`src/rtl/serial_compare_pkg.sv`:
```
// Shared definitions for the serial wide-operand magnitude comparator:
// one-hot result codes {gt,lt,eq}, controller state encoding, nibble width.
package serial_compare_pkg;

    localparam int NIB_W = 4;

    localparam logic [2:0] CMP_GT = 3'b100;
    localparam logic [2:0] CMP_LT = 3'b010;
    localparam logic [2:0] CMP_EQ = 3'b001;

    typedef enum logic [1:0] {
        ST_IDLE = 2'b00,
        ST_RUN  = 2'b01,
        ST_DONE = 2'b10
    } cmp_state_t;

    // True when a compare code has decided the magnitude (not equal).
    function automatic logic is_decided(input logic [2:0] code);
        return (code == CMP_GT) || (code == CMP_LT);
    endfunction

endpackage

```
`src/rtl/serial_compare_seq_nibble_cmp_stage.sv`:
```
// Combinational unsigned compare of two 4-bit nibbles, one-hot {gt,lt,eq}.
module nibble_cmp_stage
    import serial_compare_pkg::*;
(
    input  logic [NIB_W-1:0] a_nib,
    input  logic [NIB_W-1:0] b_nib,
    output logic [2:0]       cmp_code
);

    // Magnitude decision for the selected nibble pair.
    always_comb begin
        cmp_code = CMP_EQ;
        if (a_nib > b_nib) begin
            cmp_code = CMP_GT;
        end else if (a_nib < b_nib) begin
            cmp_code = CMP_LT;
        end else begin
            cmp_code = CMP_EQ;
        end
    end

endmodule

```
`src/rtl/serial_compare_seq.sv`:
```
// Sequential wide-operand magnitude comparator. Consumes one nibble per
// clock, MSB nibble first, and falls back to the latched cascade input when
// all nibbles match. Valid/ready handshakes on operand and result sides.
// Optional build macro SERIAL_COMPARE_EARLY_EXIT_EN: when defined, the scan
// stops at the first differing nibble; otherwise every nibble is visited and
// the first difference is held (constant latency).
module serial_compare_seq
    import serial_compare_pkg::*;
#(
    parameter int WIDTH = 16
) (
    input  logic             iClk,
    input  logic             iRst_n,
    input  logic             iValid,
    output logic             oReady,
    input  logic [WIDTH-1:0] iData_a,
    input  logic [WIDTH-1:0] iData_b,
    input  logic [2:0]       iData,
    output logic [2:0]       oData,
    output logic             oValid,
    input  logic             iReady,
    output logic             oBusy
);

    localparam int NIB   = WIDTH / NIB_W;
    localparam int IDX_W = (NIB > 1) ? $clog2(NIB) : 1;

    cmp_state_t       state_r;
    logic [WIDTH-1:0] a_r;
    logic [WIDTH-1:0] b_r;
    logic [2:0]       casc_r;
    logic [IDX_W-1:0] idx_r;
    logic [2:0]       result_r;
    logic             ready_r;
    logic             valid_r;
    logic             busy_r;

    logic [NIB_W-1:0] a_nib_s;
    logic [NIB_W-1:0] b_nib_s;
    logic [2:0]       cmp_s;
    logic [IDX_W+1:0] bit_base_s;

`ifndef SERIAL_COMPARE_EARLY_EXIT_EN
    logic             decided_r;
    logic [2:0]       dec_res_r;
    logic [2:0]       scan_res_s;
`endif

    // Select the nibble pair addressed by the current scan index.
    always_comb begin
        bit_base_s = {idx_r, 2'b00};
        a_nib_s    = a_r[bit_base_s +: NIB_W];
        b_nib_s    = b_r[bit_base_s +: NIB_W];
    end

    nibble_cmp_stage u_nib_cmp (
        .a_nib    (a_nib_s),
        .b_nib    (b_nib_s),
        .cmp_code (cmp_s)
    );

`ifndef SERIAL_COMPARE_EARLY_EXIT_EN
    // Final result of a full scan: earliest difference wins, cascade last.
    always_comb begin
        scan_res_s = casc_r;
        if (decided_r) begin
            scan_res_s = dec_res_r;
        end else if (is_decided(cmp_s)) begin
            scan_res_s = cmp_s;
        end else begin
            scan_res_s = casc_r;
        end
    end
`endif

    // Controller: accept operands, scan nibbles, hold result until taken.
    always_ff @(posedge iClk or negedge iRst_n) begin
        if (!iRst_n) begin
            state_r   <= ST_IDLE;
            a_r       <= {WIDTH{1'b0}};
            b_r       <= {WIDTH{1'b0}};
            casc_r    <= 3'b000;
            idx_r     <= {IDX_W{1'b0}};
            result_r  <= 3'b000;
            ready_r   <= 1'b1;
            valid_r   <= 1'b0;
            busy_r    <= 1'b0;
`ifndef SERIAL_COMPARE_EARLY_EXIT_EN
            decided_r <= 1'b0;
            dec_res_r <= 3'b000;
`endif
        end else begin
            case (state_r)
                ST_IDLE: begin
                    if (iValid && ready_r) begin
                        a_r       <= iData_a;
                        b_r       <= iData_b;
                        casc_r    <= iData;
                        idx_r     <= IDX_W'(NIB - 1);
                        ready_r   <= 1'b0;
                        busy_r    <= 1'b1;
`ifndef SERIAL_COMPARE_EARLY_EXIT_EN
                        decided_r <= 1'b0;
                        dec_res_r <= 3'b000;
`endif
                        state_r   <= ST_RUN;
                    end
                end
                ST_RUN: begin
`ifdef SERIAL_COMPARE_EARLY_EXIT_EN
                    if (is_decided(cmp_s)) begin
                        result_r <= cmp_s;
                        valid_r  <= 1'b1;
                        busy_r   <= 1'b0;
                        state_r  <= ST_DONE;
                    end else if (idx_r != {IDX_W{1'b0}}) begin
                        idx_r    <= idx_r - IDX_W'(1);
                    end else begin
                        result_r <= casc_r;
                        valid_r  <= 1'b1;
                        busy_r   <= 1'b0;
                        state_r  <= ST_DONE;
                    end
`else
                    if (!decided_r && is_decided(cmp_s)) begin
                        decided_r <= 1'b1;
                        dec_res_r <= cmp_s;
                    end
                    if (idx_r != {IDX_W{1'b0}}) begin
                        idx_r    <= idx_r - IDX_W'(1);
                    end else begin
                        result_r <= scan_res_s;
                        valid_r  <= 1'b1;
                        busy_r   <= 1'b0;
                        state_r  <= ST_DONE;
                    end
`endif
                end
                ST_DONE: begin
                    // Result stays put; the next accept waits one cycle.
                    if (valid_r && iReady) begin
                        valid_r <= 1'b0;
                        ready_r <= 1'b1;
                        state_r <= ST_IDLE;
                    end
                end
                default: begin
                    state_r  <= ST_IDLE;
                    ready_r  <= 1'b1;
                    valid_r  <= 1'b0;
                    busy_r   <= 1'b0;
                    result_r <= 3'b000;
                end
            endcase
        end
    end

    assign oReady = ready_r;
    assign oValid = valid_r;
    assign oBusy  = busy_r;
    assign oData  = result_r;

endmodule

```
`config.mk`:
```
export PLATFORM = sky130hd
export DESIGN_NAME = serial_compare_seq
export DESIGN_NICKNAME = d
export VERILOG_FILES = /design/src/rtl/serial_compare_pkg.sv /design/src/rtl/serial_compare_seq_nibble_cmp_stage.sv /design/src/rtl/serial_compare_seq.sv
export SDC_FILE = /design/constraint.sdc
export NUM_CORES = 1
export LEC_CHECK = 0
export ABC_AREA = 1
export CELL_PAD_IN_SITES_DETAIL_PLACEMENT = 2
export CELL_PAD_IN_SITES_GLOBAL_PLACEMENT = 2
export CORE_ASPECT_RATIO = 1.4
export CORE_MARGIN = 5
export CORE_UTILIZATION = 33
export CTS_BUF_LIST = sky130_fd_sc_hd__clkbuf_4
export DETAILED_ROUTE_END_ITERATION = 7
export PLACE_DENSITY = 0.93
export SYNTH_ARGS = -nofsm -noshare
export SYNTH_HDL_FRONTEND = slang
export SYNTH_SLANG_ARGS = --single-unit
```
`constraint.sdc`:
```
create_clock -name iClk -period 3.49 [get_ports iClk]
set_input_delay 1.047 -clock iClk [delete_from_list [all_inputs] [get_ports iClk]]
set_output_delay 1.047 -clock iClk [all_outputs]
set_load 0.05 [all_outputs]
```
# After elaboration in Yosys (flattened, before gate mapping)
# Index checks and enable logic that the tools add are counted.
# op_classes
n_reduce_logical	17
n_shift	2
mux	27
add_sub_neg	1
n_bitwise	4
magnitude_cmp	2
eq_ne	9
# ops
cell	n
16-bit by 5-bit variable part select with 4-bit output	2
3-bit two-way mux	6
3-bit AND reduction	6
2-bit two-way mux	6
3-bit one-hot mux with 2 select lines	2
2-bit != test, second input constant	5
1-bit one-hot mux with 3 select lines	3
1-bit two-way mux	7
2-bit one-hot mux with 3 select lines	1
4-bit > comparator	1
4-bit < comparator	1
1-bit NOT	4
2-bit one-hot mux with 2 select lines	1
2-bit AND reduction	2
2-bit nonzero test	2
3-bit by 2-bit equality test with 1-bit output, second input constant	1
3-bit equality test, second input constant	1
1-bit logical AND	3
2-bit by 1-bit equality test with 1-bit output, second input constant	1
2-bit equality test, second input constant	1
2-bit zero test	1
1-bit one-hot mux with 2 select lines	1
2-bit OR reduction	1
2-bit by 1-bit subtractor with 2-bit output, second input constant	1
2 further kinds	2
# word_totals
register_bits	49
out_inout_bits	6

# Logic depth before layout (Yosys ltp)
# logic_depth
word_depth	10
ltp_mapped	15
depth_no_buf	13

# Cells and area by module
# A second synthesis with hierarchy kept.
# hier_totals
cells_unflattened	300
area_unflattened_um2	2553.7
# modules_own_cells
module	cells_each	n_inst	area_each_um2
serial_compare_seq	278	1	2427.3
nibble_cmp_stage	22	1	126.4

# Worst setup path before layout
# OpenSTA, ideal clock, no wires.
# synth_timing
path_kind	reg-to-reg
from	register idx_r[0]
to	register result_r[2], in the netlist oData[2]
setup_slack_ns	1.537
arrival_ns	1.835
stages_incl_launch_ff	14
required_ns	3.372
n_path_buf	2
path_cell_list	dfrtp_1 buf_2 inv_2 buf_4 nand2_1 a32o_1 ha_1 nand2_1 nor2_1 inv_1 o21ai_0 nand2_1 nand2_1 nand2_1
# synth_between
elab_chain_cells	10
elab_cells_between_ends	16
classes_between	order compare (2); eq/ne (3); shift (2); mux (6); reduce/logical (3)
# synth_lines
item	line	text
start: declaration	serial_compare_seq.sv:32	logic [IDX_W-1:0] idx_r;
start signal: assignment	serial_compare_seq.sv:83	idx_r <= {IDX_W{1'b0}};
start signal: assignment	serial_compare_seq.sv:99	idx_r <= IDX_W'(NIB - 1);
start signal: assignment	serial_compare_seq.sv:130	idx_r <= idx_r - IDX_W'(1);
16-bit by 5-bit variable part select with 4-bit output (on tied branches)	serial_compare_seq.sv:52, serial_compare_seq.sv:53	
4-bit < comparator	serial_compare_seq_nibble_cmp_stage.sv:15	end else if (a_nib < b_nib) begin
2-bit two-way mux	serial_compare_seq_nibble_cmp_stage.sv:15	
3-bit two-way mux	serial_compare_seq_nibble_cmp_stage.sv:13	if (a_nib > b_nib) begin
3-bit equality test or 3-bit by 2-bit equality test with 1-bit output (tied branches)	serial_compare_pkg.sv:19	return (code == CMP_GT) || (code == CMP_LT);
1-bit logical OR	serial_compare_pkg.sv:19	
3-bit two-way mux	serial_compare_seq.sv:68	end else if (is_decided(cmp_s)) begin
3-bit two-way mux	serial_compare_seq.sv:66	if (decided_r) begin
3-bit two-way mux	serial_compare_seq.sv:129	if (idx_r != {IDX_W{1'b0}}) begin
3-bit one-hot mux with 2 select lines	serial_compare_seq.sv:93	case (state_r)
end signal: assignment	serial_compare_seq.sv:132	result_r <= scan_res_s;
end: declaration	serial_compare_seq.sv:33	logic [2:0] result_r;
# Parallel ways exist; a longest one is shown, timed or not. The select of a mux whose other input is x is not followed.
# A chain may end at the register's enable or synchronous reset.

# Final worst setup path
# layout_timing
from	register ready_r, in the netlist oReady
to	output oReady
# layout_rtl
item	line	text
start: declaration	serial_compare_seq.sv:34	logic ready_r;
start signal: assignment	serial_compare_seq.sv:85	ready_r <= 1'b1;
start signal: assignment	serial_compare_seq.sv:100	ready_r <= 1'b0;
start signal: assignment	serial_compare_seq.sv:143	ready_r <= 1'b1;
end: declaration	serial_compare_seq.sv:15	output logic oReady,
# No word-level cell between the ends.

==> metrics.txt <==
status finished clean; clock slew at reported path FFs approximately 0.16 ns; worst vdd rail ir drop ~0.29 mV; Post-Syn Nets about 330; die height around 110 um; routed len/inst about 15 um; wire length on met1 approximately 2500 um; TritonRoute pass-1 iters 4; overall power between 2 and 2.5 mW; CP Data Required Time 2.44 ns; cts hold-fix bufs 0; # fillers ~830; post-synth top area share 0.518; fin nets around 370; WP depth 1; HP Class flip-flop to flip-flop; GRT Total Usage 0.162; Relative slew margins 0.247; Worst Path Arrival around 1.8 ns; Crit. Startpoint oReady; final hold vios 0; CTS Sinks approximately 50; pwr dens 824 nW/um^2; worst-path fanout max 4; vias per inst about 4.8; fraction of layout cells with a size suffix above 1 0.0514; Placed Cells around 420; crit-path cells clkdlybuf4s50_1; Critical Path Max Stage Delay roughly 0.81 ns; setup_tns 0 ns; FF-to-FF path depth 11; Avg Cell Area, Syn about 8.0 um^2; first-pass GRT wire length between 10000 and 15000 um; die area between 8000 and 9000 um^2; Post-CTS Setup Bufs 0; final setup vio count 0; CP Buf/Inv Count 1; Clock Latency Late Sink approximately 0.38 ns; initial antenna violation count 0; post-synthesis cell area between 2000 and 2500 um^2; reg2reg setup slack approximately 0.92 ns; core area just under 7000 um^2; Clock Tree Root clkbuf_4; worst r2r dst oData[2]; final worst setup slack 0.666 ns; largest net degree at the start of global routing 50; DRC viols 0; Die W just over 80 um; Port Buf Inserts 44; Tmin final 2.82 ns; Tcrit/Tclk final 0.809; Antenna diodes 0; Num CTS Buffers 5; Seq/Total Area, Yosys 0.529; reg-to-reg startpoint idx_r[0]; Layout Area Growth over Synthesis 22.5%; GP Congestion 0.760; vias in the first global route between 2000 and 2500; FF+latch count, synth between 40 and 50; Synthesis Warnings 0; WL final around 6600 um; final non-filler cell total approximately 430; Worst Tran Pin Value about 1.1 ns; Final ANT Viol Nets 0; Layout Skew about 0.025 ns; post-route cell area between 2000 and 3000 um^2; type of the worst setup path flip-flop to output port; H-tree levels 2; Crit. End Element output port; maximum root-to-sink buffer count 2; post-synth top area cell dfrtp_1; Mapped Cells between 200 and 300; worst slack at placement around 1 ns; post-cts resize count 0; Met2 Wirelength 3760 um; slowest CP cell clkdlybuf4s50_1; Leakage approximately 1.4 nW; post-detail-place hpwl between 4000 and 5000 um; Setup crit start kind flip-flop; highest routed layer met4; delay-heaviest family, CP buffers and inverters; worst setup path end oReady; routed via count about 2100; Area contributors post-synth dfrtp_1 52%, nand2_1 24%, o21ai_0 3.0%; row cnt 36; RSZ-0062 raised after global routing false; total gr overflow 0; initial core utilization 0.337; Synth cell types 23; Max Cap Viol 0; CTS tree yes; Peak Freq between 300 and 400 MHz; met3 wire len about 160 um; DP Area about 2800 um^2; max-slew violations 0; IO Count 45; initial DRC count 67
[cells in the final DEF (no fill, tap or decap)]
cell / n
nand2_1: 147
dfrtp_1: 48
clkdlybuf4s50_1: 43
nor2_1: 17
inv_1: 15
o21ai_0: 14
a21oi_1: 7
nand3_1: 5
ha_1: 5
clkbuf_4: 5
a32o_1: 4
o22ai_1: 4
nor2_2: 2
nand2_2: 2
inv_2: 1
nand3_2: 1
inv_4: 1
o21ai_1: 1
a21o_1: 1
a31oi_1: 1
nor3_1: 1
clkinv_2: 1
clkinv_4: 1
clkinv_1: 1
buf_2: 1
dfstp_2: 1
buf_4: 1
[per-stage QoR]
stage / util / hold WS [ns]
final: 0.412 / 0.502
after CTS: 0.412 / 0.507
after detailed placement: 0.405 / 0.468
after global routing: 0.412 / 0.527
after floorplan: - / 0.444
after global placement: 0.405 / 0.466
[kinds of logic after synthesis]
logic type	Yosys count	synth area share
buf+inv	28	0.0695
compound gates	32	0.0814
simple gates	175	0.293
fa+ha+maj	5	0.0270
flops	49	0.529
[cells in the mapped netlist (all sizes together)]
library cell / instances
a21o: 1
a21oi: 7
a31oi: 1
a32o: 4
buf: 11
dfrtp: 48
dfstp: 1
ha: 5
inv: 17
nand2: 149
nand3: 6
nor2: 19
nor3: 1
o21ai: 15
o22ai: 4
[metal layers]
| metal | track usage | up-vias |
|---|---|---|
| li1 | - | 985 |
| met3 | 0.0223 | 10 |
| met2 | 0.315 | 32 |
| met1 | 0.171 | 1025 |
| met4 | 0.0580 | 0 |
| met5 | 0 | - |
[cell type report]
| cell class | instances | area [um^2] | area share |
|---|---|---|---|
| Tap cell | 95 | 119 | 0.0418 |
| Timing Repair Buffer | 45 | 443 | 0.156 |
| Clock buffer | 5 | 37.5 | 0.0132 |
| Sequential cell | 49 | 1230 | 0.432 |
| Clock inverter | 3 | 17.5 | 0.00616 |
| Multi-Input combinational cell | 212 | 932 | 0.328 |
| Inverter | 17 | 66.3 | 0.0233 |
[how the worst min path moves through the flow]
stage | from | end | depth (start not counted)
floorplan | a_r[10] | a_r[10] | 2
global placement | oData[0] | oData[0] | 2
CTS | a_r[6] | a_r[6] | 2
finish | b_r[4] | b_r[4] | 2
detailed placement | a_r[6] | a_r[6] | 2
global route | dec_res_r[0] | dec_res_r[0] | 2
[power breakdown]
group / internal, mW / switching (mW) / leakage, nW
Clock: 0.0769 / 0.195 / 0.0326
Combinational: 0.394 / 0.668 / 0.798
Sequential: 0.809 / 0.200 / 0.612
[sequential cells by signal (all words and copies together), names as in the netlist, 2 cells and up]
signal / flops
casc_r: 3
b_r: 16
oData: 3
a_r: 16
dec_res_r: 3
state_r: 2
idx_r: 2
No activity file was read; power rests on OpenSTA's default activity.
